[src/rtl/upload_pkg.sv]
// ---------------------------------------------------------------------------
// upload_pkg
// Shared definitions for the framed image-upload loader:
//   - SYNC_BYTE0 / SYNC_BYTE1 : two-byte header that precedes every frame
//   - state_t                 : upload controller state encoding
//   - ERR_*                   : values reported on err_code
//   - is_timed_state()        : states in which the inactivity timer runs
// ---------------------------------------------------------------------------
package upload_pkg;

    localparam logic [7:0] SYNC_BYTE0 = 8'hA5;
    localparam logic [7:0] SYNC_BYTE1 = 8'h5A;

    typedef enum logic [2:0] {
        ST_IDLE   = 3'd0,
        ST_SYNC0  = 3'd1,
        ST_SYNC1  = 3'd2,
        ST_PIXELS = 3'd3,
        ST_CHECK  = 3'd4,
        ST_DONE   = 3'd5,
        ST_ERROR  = 3'd6
    } state_t;

    localparam logic [1:0] ERR_NONE    = 2'd0;
    localparam logic [1:0] ERR_CKSUM   = 2'd1;
    localparam logic [1:0] ERR_TIMEOUT = 2'd2;
    localparam logic [1:0] ERR_ABORT   = 2'd3;

    // SYNC0 deliberately waits forever for a sender; once the header has
    // started arriving, silence means the sender went away.
    function automatic logic is_timed_state(input state_t s);
        return (s == ST_SYNC1) || (s == ST_PIXELS) || (s == ST_CHECK);
    endfunction

endpackage

[src/rtl/upload_idle_timer.sv]
// ---------------------------------------------------------------------------
// upload_idle_timer
// Loadable down-counter measuring inactivity during an upload.
// Ports:
//   clk, reset : clock and asynchronous active-high reset
//   restart    : reload the counter with TIMEOUT_CYCLES
//   enable     : count down (and report expiry) only while high
//   expired    : high while enabled and the count has run down to zero
// ---------------------------------------------------------------------------
module upload_idle_timer
    import upload_pkg::*;
#(
    parameter int TIMEOUT_CYCLES = 10_000_000
) (
    input  logic clk,
    input  logic reset,
    input  logic restart,
    input  logic enable,
    output logic expired
);

    localparam int CNT_W = $clog2(TIMEOUT_CYCLES + 1);
    localparam logic [CNT_W-1:0] LOAD_VAL = CNT_W'(TIMEOUT_CYCLES);

    logic [CNT_W-1:0] count_q;
    logic [CNT_W-1:0] count_d;

    // Restart wins over counting so a byte arriving on the last idle cycle
    // always rescues the frame.
    always_comb begin
        count_d = count_q;
        if (restart) begin
            count_d = LOAD_VAL;
        end else if (enable && (count_q != '0)) begin
            count_d = count_q - 1'b1;
        end
    end

    always_ff @(posedge clk or posedge reset) begin
        if (reset) begin
            count_q <= LOAD_VAL;
        end else begin
            count_q <= count_d;
        end
    end

    assign expired = enable && (count_q == '0);

endmodule

[src/rtl/image_upload_loader.sv]
// ---------------------------------------------------------------------------
// image_upload_loader
// Framed image-upload controller between the UART receiver and the write
// port of the image buffer. Arms on start, hunts for the A5 5A header,
// writes IMG_WIDTH*IMG_HEIGHT pixel bytes to consecutive addresses, then
// compares a trailing mod-256 checksum.
// Ports:
//   clk, reset          : clock and asynchronous active-high reset
//   rx_data, rx_valid   : received UART byte and its one-cycle strobe
//   start, abort        : one-cycle pulses arming / cancelling an upload
//   wr_en/addr/data     : buffer write port (registered, one-cycle pulses)
//   busy                : upload in progress
//   done, error         : sticky result of the last upload
//   err_code            : ERR_NONE / ERR_CKSUM / ERR_TIMEOUT / ERR_ABORT
//   frame_count         : good frames since reset, wraps at 256
// ---------------------------------------------------------------------------
module image_upload_loader
    import upload_pkg::*;
#(
    parameter int IMG_WIDTH      = 640,
    parameter int IMG_HEIGHT     = 480,
    parameter int ADDR_W         = 19,
    parameter int TIMEOUT_CYCLES = 10_000_000
) (
    input  logic              clk,
    input  logic              reset,
    input  logic [7:0]        rx_data,
    input  logic              rx_valid,
    input  logic              start,
    input  logic              abort,
    output logic              wr_en,
    output logic [ADDR_W-1:0] wr_addr,
    output logic [7:0]        wr_data,
    output logic              busy,
    output logic              done,
    output logic              error,
    output logic [1:0]        err_code,
    output logic [7:0]        frame_count
);

    localparam int PIXEL_COUNT = IMG_WIDTH * IMG_HEIGHT;
    localparam logic [ADDR_W-1:0] LAST_IDX = ADDR_W'(PIXEL_COUNT - 1);

    state_t            state_q, state_d;
    logic [ADDR_W-1:0] idx_q, idx_d;
    logic [7:0]        sum_q, sum_d;
    logic              wr_en_q, wr_en_d;
    logic [ADDR_W-1:0] wr_addr_q, wr_addr_d;
    logic [7:0]        wr_data_q, wr_data_d;
    logic              busy_q, busy_d;
    logic              done_q, done_d;
    logic              error_q, error_d;
    logic [1:0]        err_code_q, err_code_d;
    logic [7:0]        frame_count_q, frame_count_d;

    logic timer_restart;
    logic timer_expired;

    upload_idle_timer #(
        .TIMEOUT_CYCLES(TIMEOUT_CYCLES)
    ) u_idle_timer (
        .clk    (clk),
        .reset  (reset),
        .restart(timer_restart),
        .enable (is_timed_state(state_q)),
        .expired(timer_expired)
    );

    // Any received byte or any state change counts as activity.
    assign timer_restart = rx_valid || (state_d != state_q);

    // Next-state and next-output logic. Within a busy state the priority is
    // abort, then a received byte, then the inactivity timeout. A byte that
    // arrives together with start is not consumed: the header hunt begins
    // on the following cycle.
    always_comb begin
        state_d       = state_q;
        idx_d         = idx_q;
        sum_d         = sum_q;
        wr_en_d       = 1'b0;
        wr_addr_d     = wr_addr_q;
        wr_data_d     = wr_data_q;
        busy_d        = busy_q;
        done_d        = done_q;
        error_d       = error_q;
        err_code_d    = err_code_q;
        frame_count_d = frame_count_q;

        case (state_q)
            ST_IDLE, ST_DONE, ST_ERROR: begin
                if (start) begin
                    state_d    = ST_SYNC0;
                    busy_d     = 1'b1;
                    done_d     = 1'b0;
                    error_d    = 1'b0;
                    err_code_d = ERR_NONE;
                    idx_d      = '0;
                    sum_d      = '0;
                end
            end

            default: begin
                if (abort) begin
                    state_d    = ST_ERROR;
                    busy_d     = 1'b0;
                    error_d    = 1'b1;
                    err_code_d = ERR_ABORT;
                end else if (rx_valid) begin
                    case (state_q)
                        ST_SYNC0: begin
                            if (rx_data == SYNC_BYTE0) begin
                                state_d = ST_SYNC1;
                            end
                        end
                        ST_SYNC1: begin
                            // A repeated A5 may itself be the real first
                            // header byte, so it keeps us in SYNC1.
                            if (rx_data == SYNC_BYTE1) begin
                                state_d = ST_PIXELS;
                            end else if (rx_data != SYNC_BYTE0) begin
                                state_d = ST_SYNC0;
                            end
                        end
                        ST_PIXELS: begin
                            wr_en_d   = 1'b1;
                            wr_addr_d = idx_q;
                            wr_data_d = rx_data;
                            sum_d     = sum_q + rx_data;
                            // The index stops at the last pixel, so it never
                            // wraps within a frame.
                            if (idx_q == LAST_IDX) begin
                                state_d = ST_CHECK;
                            end else begin
                                idx_d = idx_q + ADDR_W'(1);
                            end
                        end
                        ST_CHECK: begin
                            busy_d = 1'b0;
                            if (rx_data == sum_q) begin
                                state_d       = ST_DONE;
                                done_d        = 1'b1;
                                frame_count_d = frame_count_q + 8'd1;
                            end else begin
                                state_d    = ST_ERROR;
                                error_d    = 1'b1;
                                err_code_d = ERR_CKSUM;
                            end
                        end
                        default: begin
                            state_d = state_q;
                        end
                    endcase
                end else if (timer_expired) begin
                    state_d    = ST_ERROR;
                    busy_d     = 1'b0;
                    error_d    = 1'b1;
                    err_code_d = ERR_TIMEOUT;
                end
            end
        endcase
    end

    always_ff @(posedge clk or posedge reset) begin
        if (reset) begin
            state_q       <= ST_IDLE;
            idx_q         <= '0;
            sum_q         <= '0;
            wr_en_q       <= 1'b0;
            wr_addr_q     <= '0;
            wr_data_q     <= '0;
            busy_q        <= 1'b0;
            done_q        <= 1'b0;
            error_q       <= 1'b0;
            err_code_q    <= ERR_NONE;
            frame_count_q <= '0;
        end else begin
            state_q       <= state_d;
            idx_q         <= idx_d;
            sum_q         <= sum_d;
            wr_en_q       <= wr_en_d;
            wr_addr_q     <= wr_addr_d;
            wr_data_q     <= wr_data_d;
            busy_q        <= busy_d;
            done_q        <= done_d;
            error_q       <= error_d;
            err_code_q    <= err_code_d;
            frame_count_q <= frame_count_d;
        end
    end

    assign wr_en       = wr_en_q;
    assign wr_addr     = wr_addr_q;
    assign wr_data     = wr_data_q;
    assign busy        = busy_q;
    assign done        = done_q;
    assign error       = error_q;
    assign err_code    = err_code_q;
    assign frame_count = frame_count_q;

endmodule
[config.mk]
export PLATFORM = sky130hd
export DESIGN_NAME = image_upload_loader
export DESIGN_NICKNAME = d
export VERILOG_FILES = /design/src/rtl/upload_pkg.sv /design/src/rtl/upload_idle_timer.sv /design/src/rtl/image_upload_loader.sv
export SDC_FILE = /design/constraint.sdc
export NUM_CORES = 1
export LEC_CHECK = 0
export ABC_AREA = 1
export BUFFER_PORTS_ARGS = -buffer_cell sky130_fd_sc_hd__clkbuf_2
export CORE_ASPECT_RATIO = 1.5
export CORE_UTILIZATION = 57
export CTS_CLUSTER_SIZE = 20
export DETAILED_ROUTE_END_ITERATION = 10
export PLACE_DENSITY = 0.76
export SLEW_MARGIN = 20
export SYNTH_ARGS = -nofsm -noshare
export SYNTH_HDL_FRONTEND = slang
export SYNTH_SLANG_ARGS = --single-unit
[constraint.sdc]
create_clock -name clk -period 6.79 [get_ports clk]
set_clock_uncertainty 0.2 [all_clocks]
set_input_delay 0.679 -clock clk [delete_from_list [all_inputs] [get_ports clk]]
set_output_delay 0.679 -clock clk [all_outputs]
set_load 0.005 [all_outputs]
## Word level (Yosys, flattened, before mapping)

Index checks and enable logic that the tools add are counted.

| storage, ports and cells | value |
|---|---|
| memory bits (writable) | 0 |
| latch bits | 0 |
| memories | 0 |
| logic and storage cells | 110 |
| output and inout port bits | 41 |
| memory bits (read-only) | 0 |
| bits in registers | 95 |
| bits of input ports | 13 |

| operators by class | value |
|---|---|
| add/sub/neg operators | 4 |
| mux-type cells | 53 |
| reduce and logical (&&, ||, !) cells | 22 |
| multipliers | 0 |
| order comparisons | 0 |
| bitwise gates (word level) | 2 |
| divide/modulo/power cells | 0 |
| shift operators | 0 |
| equality and inequality tests | 17 |

Operators by type and width:

| cell | number |
|---|---|
| $mux W19 | 6 |
| $mux W24 | 2 |
| $mux W8 | 5 |
| $mux W3 | 9 |
| $logic_not A24 Y1 | 1 |
| $reduce_bool A24 Y1 | 1 |
| $sub A24 B1 Y24 const B | 1 |
| $mux W1 | 22 |
| $add A19 B1 Y19 const B | 1 |
| $eq A19 B19 Y1 const B | 1 |
| $mux W2 | 8 |
| $reduce_and A5 Y1 | 3 |
| $pmux W3 S4 | 1 |
| $reduce_and A4 Y1 | 3 |
| $reduce_bool A2 Y1 | 5 |
| $eq A3 B3 Y1 const B | 3 |
| $add A8 B1 Y8 const B | 1 |
| $add A8 B8 Y8 | 1 |
| $eq A8 B7 Y1 const B | 1 |
| $eq A8 B8 Y1 | 1 |
| $eq A8 B8 Y1 const B | 1 |
| $ne A8 B8 Y1 const B | 1 |
| $eq A3 B2 Y1 const B | 2 |
| $ne A2 B1 Y1 const B | 2 |
| 12 further kinds | 16 |

## Longest topological paths before layout

Gate-level depths: netlist of the first run.

| depth | value |
|---|---|
| depth after elaboration | 11 |
| mapped depth | 16 |
| mapped depth without buffers | 15 |

## Modules after synthesis

A second synthesis of the first run with hierarchy kept.

| unflattened totals | value |
|---|---|
| cell total of the unflattened synthesis | 744 |
| area total of the unflattened synthesis | 5,680.4 um2 |

Modules (own cells, without submodules):

| module | area an instance (um2) | cells each | seq. area each (um2) | times used |
|---|---|---|---|---|
| image_upload_loader | 3,997.6 | 491 | 1,776.7 | 1 |
| upload_idle_timer | 1,682.9 | 253 | 610.6 | 1 |

## Worst setup path before layout of the first run

OpenSTA, ideal clock, no wires.

| timing | value |
|---|---|
| path kind | input to register |
| start | in rx_data[4] |
| end | reg frame_count_q[7], in the netlist frame_count[7] |
| stages | 12 |
| library setup time | 123 ps |
| buffers on the path | 0 |
| setup slack | 4,230 ps |
| arrival time | 2,237 ps |
| required time | 6,467 ps |
| cells stage by stage | ha_1 nor2_1 nand2_1 nor2_1 nand2_1 inv_1 nand2_1 nor2_1 nand4_1 nor2_1 nand3_1 xnor2_1 |

| on the way | value |
|---|---|
| word-level cells in the longest chain between the ends | 2 |

Ends and longest elaborated chain:

| element | line | source |
|---|---|---|
| from (decl) | image_upload_loader.sv:27 | `input logic [7:0] rx_data,` |
| $eq A8 B8 Y1 | image_upload_loader.sv:139 | `if (rx_data == sum_q) begin` |
| $reduce_and A5 Y1 (no source line) | - |  |
| to (signal assigned) | image_upload_loader.sv:187 | `frame_count_q <= frame_count_d;` |
| to (decl) | image_upload_loader.sv:54 | `logic [7:0] frame_count_q, frame_count_d;` |

Every way passes these cells.
A chain may end at the register's enable or synchronous reset.

## Worst setup path after layout of the first run

| timing | value |
|---|---|
| start | reg state_q[0] |
| end | reg idx_q[16] |

| on the way | value |
|---|---|
| word-level cells in the longest chain between the ends | 4 |
| elaborated cells between the ends (all ways) | 12 |
| classes of those cells | eq/ne: 6; mux: 1; reduce/logical: 5 |

Ends and longest elaborated chain:

| element | line | source |
|---|---|---|
| from (decl) | image_upload_loader.sv:44 | `state_t state_q, state_d;` |
| from (signal assigned) | image_upload_loader.sv:177 | `state_q <= state_d;` |
| $eq A3 B3 Y1 or $logic_not A3 Y1 (tied branches) | image_upload_loader.sv:89 | `case (state_q)` |
| $reduce_or A3 Y1 | image_upload_loader.sv:89 |  |
| $ne A2 B1 Y1 (no source line) (tied with other cells) | - |  |
| $reduce_and A5 Y1 (no source line) | - |  |
| to (signal assigned) | image_upload_loader.sv:178 | `idx_q <= idx_d;` |
| to (decl) | image_upload_loader.sv:45 | `logic [ADDR_W-1:0] idx_q, idx_d;` |

Parallel ways exist; a longest one is shown, timed or not.

==> results of run 1 <==
==> worst paths after layout <==
path	start	to	cells past startpoint
max	state_q[0]	idx_q[16]	12
min	reset	frame_count[3]	2
max reg2reg	state_q[0]	idx_q[16]	12
min reg2reg	frame_count[7]	frame_count[7]	1
max in group asynchronous	reset	err_code[1]	3
min in group clk	frame_count[7]	frame_count[7]	1
==> logic make-up after synthesis <==
logic type                 Yosys count  synth area share
buffers and inverters               96            0.0724
muxes                                1           0.00209
DFF                                 95             0.444
adders and majority gates           13            0.0330
xor gates and xnor gates            37            0.0603
AOI/OAI and AO/OA                   80            0.0828
and+or+nand+nor                    350             0.305
==> stage by stage <==
step | hold slack [ns] | power, W | util | setup WS [ns] | cells
floorplan | 0.256 | 0.00177 | - | 3.45 | 672
global placement | 0.261 | 0.00201 | 0.621 | 3.88 | 823
detailed placement | 0.263 | 0.00206 | 0.621 | 3.83 | 823
CTS | 0.113 | 0.00254 | 0.651 | 3.89 | 839
global route | 0.142 | 0.00274 | 0.651 | 3.63 | 839
finish | 0.104 | 0.00252 | 0.651 | 3.87 | 839
==> layer usage <==
metal	global-route usage	up-vias	wire length (um)
li1	-	2271	-
met5	0	-	0
met2	0.466	125	6280
met1	0.281	2150	4580
met3	0.0451	38	376
met4	0.173	0	561
==> registers in the layout, indices dropped and copies added (netlist names) <==
register	flops
frame_count	8
idx_q	19
done	1
sum_q	8
busy	1
err_code	2
state_q	3
error	1
wr_en	1
wr_addr	19
wr_data	8
u_idle_timer.count_q	24
==> cell type report <==
class | count | area (um2) | share of cell area
Timing Repair Buffer | 55 | 280 | 0.0468
Inverter | 80 | 304 | 0.0508
Multi-Input combinational cell | 481 | 2600 | 0.434
Sequential cell | 95 | 2390 | 0.398
Clock buffer | 13 | 260 | 0.0434
Tap cell | 112 | 140 | 0.0234
Clock inverter | 3 | 17.5 | 0.00292
==> cell usage after synthesis <==
master	number
inv_1	71
nand3b_1	3
ha_1	11
nand2_2	3
o21ai_1	1
buf_2	6
buf_1	1
o31ai_1	8
nand2_1	151
nand4_1	22
nor4_1	4
inv_2	8
xor2_1	27
xnor2_1	10
inv_4	1
a31oi_1	2
nand2_4	3
nor2_4	12
dfrtp_1	87
buf_6	1
nor2_8	1
o21ai_0	52
nor2_1	83
nor2_2	1
nor3b_1	1
mux2_2	1
a21oi_2	1
dfstp_2	8
nand3_4	1
clkbuf_1	7
o21ai_2	1
a22oi_2	1
a21oi_1	11
o21a_1	2
buf_8	1
or2_2	4
nand3_1	44
nand3_2	2
nor3_1	15
fa_1	2
a21boi_0	1
==> power by group through the flow <==
stage	Clock (W)	Sequential [W]	Combinational [W]
after CTS	0.000479	0.000889	0.00117
after global routing	0.000504	0.000916	0.00132
after floorplan	0	0.000867	0.000905
final	0.000465	0.000891	0.00117
after detailed placement	0	0.000896	0.00116
after global placement	0	0.000888	0.00113
==> worst reg2reg max path: cells and delay by family (launching register included) <==
family | cells | cell delay [ns]
and+or+nand+nor | 6 | 1.28
DFF | 1 | 0.50
buffers and inverters | 3 | 0.43
AOI/OAI and AO/OA | 3 | 0.42
==> flow_summary.json, run 1 <==
{
  "ys_seq_area_frac": 0.444,
  "clock_sinks": 95,
  "final_cell_mix": "nand2_1, dfrtp_1, nor2_1",
  "dp_hpwl_mm": 8.86,
  "cts_buffer_depth": 2,
  "fp.dieH_um": 121,
  "port_buffers": 53,
  "post_cts_buffers": 0,
  "finalCriticalPeriod_ns": 2.92,
  "die_x_um": 81.3,
  "p_sw_frac": 0.451,
  "critical-path-top-delay-family": "simple AND/OR/NAND/NOR gates",
  "r2r_slack_ns": 3.87,
  "max-slew-margin-rel": 0.415,
  "setup_viol": 0,
  "drtAntennaViolNets": 0,
  "cts_made_buffers": 9,
  "grt_pass1_wl_mm": 19.9,
  "p_clk_frac": 0.185,
  "p_int_w": 0.00138,
  "peakVddDrop_v": 0.000235,
  "synth_cell_type_count": 41,
  "htree_levels": 3,
  "critPathLaunchType": "flip-flop",
  "critPathRequiredTime_ns": 6.83,
  "critPathArrivalTime_ns": 2.96,
  "final_common_cell": "nand2_1",
  "wl_per_cell_um": 14.1,
  "syn-num-nets": 698,
  "finalWirelength_mm": 11.8,
  "drc": 0,
  "cp_max_fo": 26,
  "fmax_ghz": 0.343,
  "area_delta_synth_final_pct": 11.4,
  "ctsResizeCount": 0,
  "synth_area_per_cell_um2": 8.00,
  "fin_tns_setup_ns": 0,
  "initial_utilization": 0.585,
  "core_area_um2": 9200,
  "pwr-share-comb": 0.462,
  "pwr_density_cell_nw_per_um2": 421,
  "grt_usage": 0.265,
  "cp_cell_sequence": "nand2_1, nand2_1, o21ai_2, nand2_4, inv_4, nand2_2, o21ai_1, inv_2, nand2_2, nor2_4, inv_2, o31ai_1",
  "seq_power_share": 0.353,
  "cts.clk_slew.worst_paths_ns": 0.06,
  "cts_root_buf": "clkbuf_16",
  "fin_area_um2": 5990,
  "clk_latency_ns": 0.34,
  "synthesis.area_um2": 5380,
  "drive_gt1_frac": 0.162,
  "rsz0062_at_grt": "false",
  "max_stage_delay_ns": 0.50,
  "nets": 748,
  "maxCapViolations": 0,
  "via_count": 4584,
  "antenna_found_initial": 0,
  "timing_hold_violations_final": 0,
  "post-route-period-util": 0.430,
  "critPathBufInv": 3,
  "yosysTopAreaCell": "dfrtp_1",
  "holdCritPathClass": "in2async",
  "dr.pass1.iters": 4,
  "dieArea_um2": 9830,
  "cellLeakagePower_nw": 2.91,
  "ys_ff_latch": 95,
  "power.switching_w": 0.00114,
  "outcome": "finished, final reports clean",
  "via_per_inst": 5.46,
  "worst_pin_slew_ns": 0.878,
  "diodes": 0,
  "fillers": 776,
  "grt_max_degree": 72,
  "postSynthCellCount": 672,
  "ctsHoldBuffers": 0,
  "synthTopCellsByArea": "dfrtp_1, nand2_1, nor2_1",
  "tritoncts": "yes",
  "dpl-instance-area_um2": 5710,
  "yosys_warnings": 0,
  "slowest_stage": "dfrtp_1",
  "crit_type": "reg2reg",
  "synth_top_area_share": 0.405,
  "drt_iter0_markers": 237,
  "final-max-slew-violation-count": 0,
  "io_pins": 54,
  "overflow": 0,
  "row_count": 43,
  "gp_congestion": 0.934,
  "grt_pass1_vias": 4552,
  "end_kind": "flip-flop"
}
No activity file was read; power rests on OpenSTA's default activity.
==> run 2, diff against run 1 <==
clock period = 3 ns   (was 6.79 ns; I/O delays follow)
==> run 2 against run 1 <==
Against the previous run:
- global-route usage down 0.62 points
- sequential cell count unchanged
- final area up 2.0%
- combinational power up 130%
- sequential share of layout area down 0.79 points
- setup slack worse by 3.4 ns
- non-clock buffer count up 7
- count of clock-buffer cells in the layout down 2
- largest cell class unchanged
- sequential power up 130%
- clock power rose to 2.7 times the previous value
- power up 140%
==> flow_summary.json, run 2 (synthesis gave the netlist of run 1 again) <==
{
  "outcome": "finished, final reports clean",
  "crit_cells": 9,
  "ctsResizeCount": 0,
  "diodes": 0,
  "nets": 755,
  "path_common_cell": "nand2_1",
  "worst_pin_slew_ns": 0.644,
  "critPathRequiredTime_ns": 3.02,
  "placed_cells": 829,
  "r2r_end": "u_idle_timer.count_q[18]",
  "critical-path-top-delay-family": "simple AND/OR/NAND/NOR gates",
  "grt_usage": 0.258,
  "stdcell_count": 846,
  "grt_pass1_wl_mm": 19.2,
  "maxCapViolations": 0,
  "dr.pass1.iters": 4,
  "pwr_density_cell_nw_per_um2": 977,
  "wl_per_cell_um": 13.9,
  "critPathArrivalTime_ns": 2.57,
  "dieArea_um2": 9830,
  "io_pins": 54,
  "fp.dieH_um": 121,
  "core_area_um2": 9200,
  "fillers": 792,
  "wl_met1_mm": 4.51,
  "max_stage_delay_ns": 0.58,
  "post-route-period-util": 0.850,
  "gp_congestion": 0.944,
  "cellLeakagePower_nw": 2.98,
  "clock_sinks": 95,
  "crit_type": "reg2reg",
  "port_buffers": 53,
  "peakVddDrop_v": 0.000596,
  "finalWirelength_mm": 11.8,
  "via_count": 4597,
  "antenna_found_initial": 0,
  "final_cell_mix": "nand2_1, dfrtp_1, nor2_1",
  "drtAntennaViolNets": 0,
  "grt_pass1_vias": 4375,
  "via_per_inst": 5.43,
  "grt_max_degree": 50,
  "dp_hpwl_mm": 8.85,
  "cp_cell_sequence": "nor2_1, nand2_1, nor3_1, nand3_1, nand2_1, nor3_1, nand2_1, xor2_1, nor2_1",
  "final-max-slew-violation-count": 0,
  "critPathLaunchType": "flip-flop",
  "holdPathStages": 3,
  "wl_met3_um": 444,
  "slowest_stage": "nor3_1",
  "htree_levels": 3,
  "cts_buffer_depth": 2,
  "end_kind": "flip-flop",
  "drive_gt1_frac": 0.172,
  "largest_register": "u_idle_timer.count_q",
  "cts_root_buf": "clkbuf_16",
  "critPathBufInv": 0,
  "row_count": 43,
  "setup_viol": 0,
  "rsz0062_at_grt": "false",
  "max-slew-margin-rel": 0.567,
  "finalCriticalPeriod_ns": 2.55,
  "cp_max_fo": 12,
  "r2r_slack_ns": 0.45,
  "initial_utilization": 0.585,
  "die_x_um": 81.3,
  "crit_start": "u_idle_timer.count_q[19]",
  "final_common_cell": "nand2_1",
  "fin_tns_setup_ns": 0,
  "fmax_ghz": 0.392,
  "regToRegStartpoint": "u_idle_timer.count_q[19]",
  "reg2reg_depth": 9,
  "cts.clk_slew.worst_paths_ns": 0.06,
  "clk_latency_ns": 0.35,
  "drt_iter0_markers": 224,
  "post_cts_buffers": 0,
  "worstSetupEndpoint": "u_idle_timer.count_q[18]",
  "holdCritPathClass": "in2reg",
  "area_delta_synth_final_pct": 13.7,
  "utilization": 0.664,
  "wl_met2_mm": 6.28,
  "overflow": 0,
  "tritoncts": "yes",
  "timing_hold_violations_final": 0,
  "drc": 0,
  "cts_made_buffers": 9,
  "largest_reg_flops": 24,
  "routed.top_layer": "met4"
}
[run 2: cell count changes in the layout (fill, tap and decap cells not counted), sizes merged]
cell	change
inv	+1
dlygate4sd3	+1
bufinv	+2
clkbuf	-2
clkinvlp	-1
buf	+6
[run 2: final cells by class]
| class | instances | area [um2] | area share |
|---|---|---|---|
| Timing Repair Buffer | 62 | 348 | 0.0569 |
| Inverter | 80 | 304 | 0.0497 |
| Clock buffer | 11 | 253 | 0.0414 |
| Clock inverter | 5 | 78.8 | 0.0129 |
| Tap cell | 112 | 140 | 0.0229 |
| Sequential cell | 95 | 2390 | 0.391 |
| Multi-Input combinational cell | 481 | 2600 | 0.426 |
[run 2: what timing repair did]
item	in CTS	in global routing
endpoints found under the setup margin	0	0
endpoints found under the hold margin	29	0
hold buffers	1	0
[run 2: worst register-to-register path: stages (launching register included)]
cell,delay [ns]
dfstp_2,0.57
nor2_1,0.05
nand2_1,0.14
nor3_1,0.07
nand3_1,0.16
nand2_1,0.29
nor3_1,0.58
nand2_1,0.13
xor2_1,0.16
nor2_1,0.06
[run 2: worst min path at each step]
stage                           from        endpoint  slack (ns)
after CTS                 rx_data[5]      wr_data[5]       0.002
after floorplan           rx_data[2]      wr_data[2]        0.21
after global routing      rx_data[5]      wr_data[5]        0.03
after detailed placement       reset  frame_count[7]        0.18
final                     rx_data[5]      wr_data[5]       0.007
after global placement         reset  frame_count[7]        0.16
[run 2: layer usage]
layer | up-vias | GRT usage
met5 | - | 0
met4 | 0 | 0.148
met3 | 41 | 0.0549
met2 | 125 | 0.465
met1 | 2149 | 0.266
li1 | 2282 | -
[run 2: through the flow]
step	setup WS (ns)	total power [W]	hold WS, ns	cell area [um2]
final	0.451	0.00597	0.00742	6110
after global placement	0.485	0.00465	0.165	5770
after detailed placement	0.410	0.00471	0.177	5770
after floorplan	0.0362	0.00401	0.210	5380
after CTS	0.462	0.00599	0.00235	6110
after global routing	0.211	0.00645	0.0323	6110
[run 2: where the power goes]
part           switching, W  internal, W  leakage, nW  total, W
Sequential         0.000331      0.00168         1.26   0.00201
Clock              0.000479     0.000775        0.166   0.00125
Combinational       0.00179     0.000913         1.56   0.00270
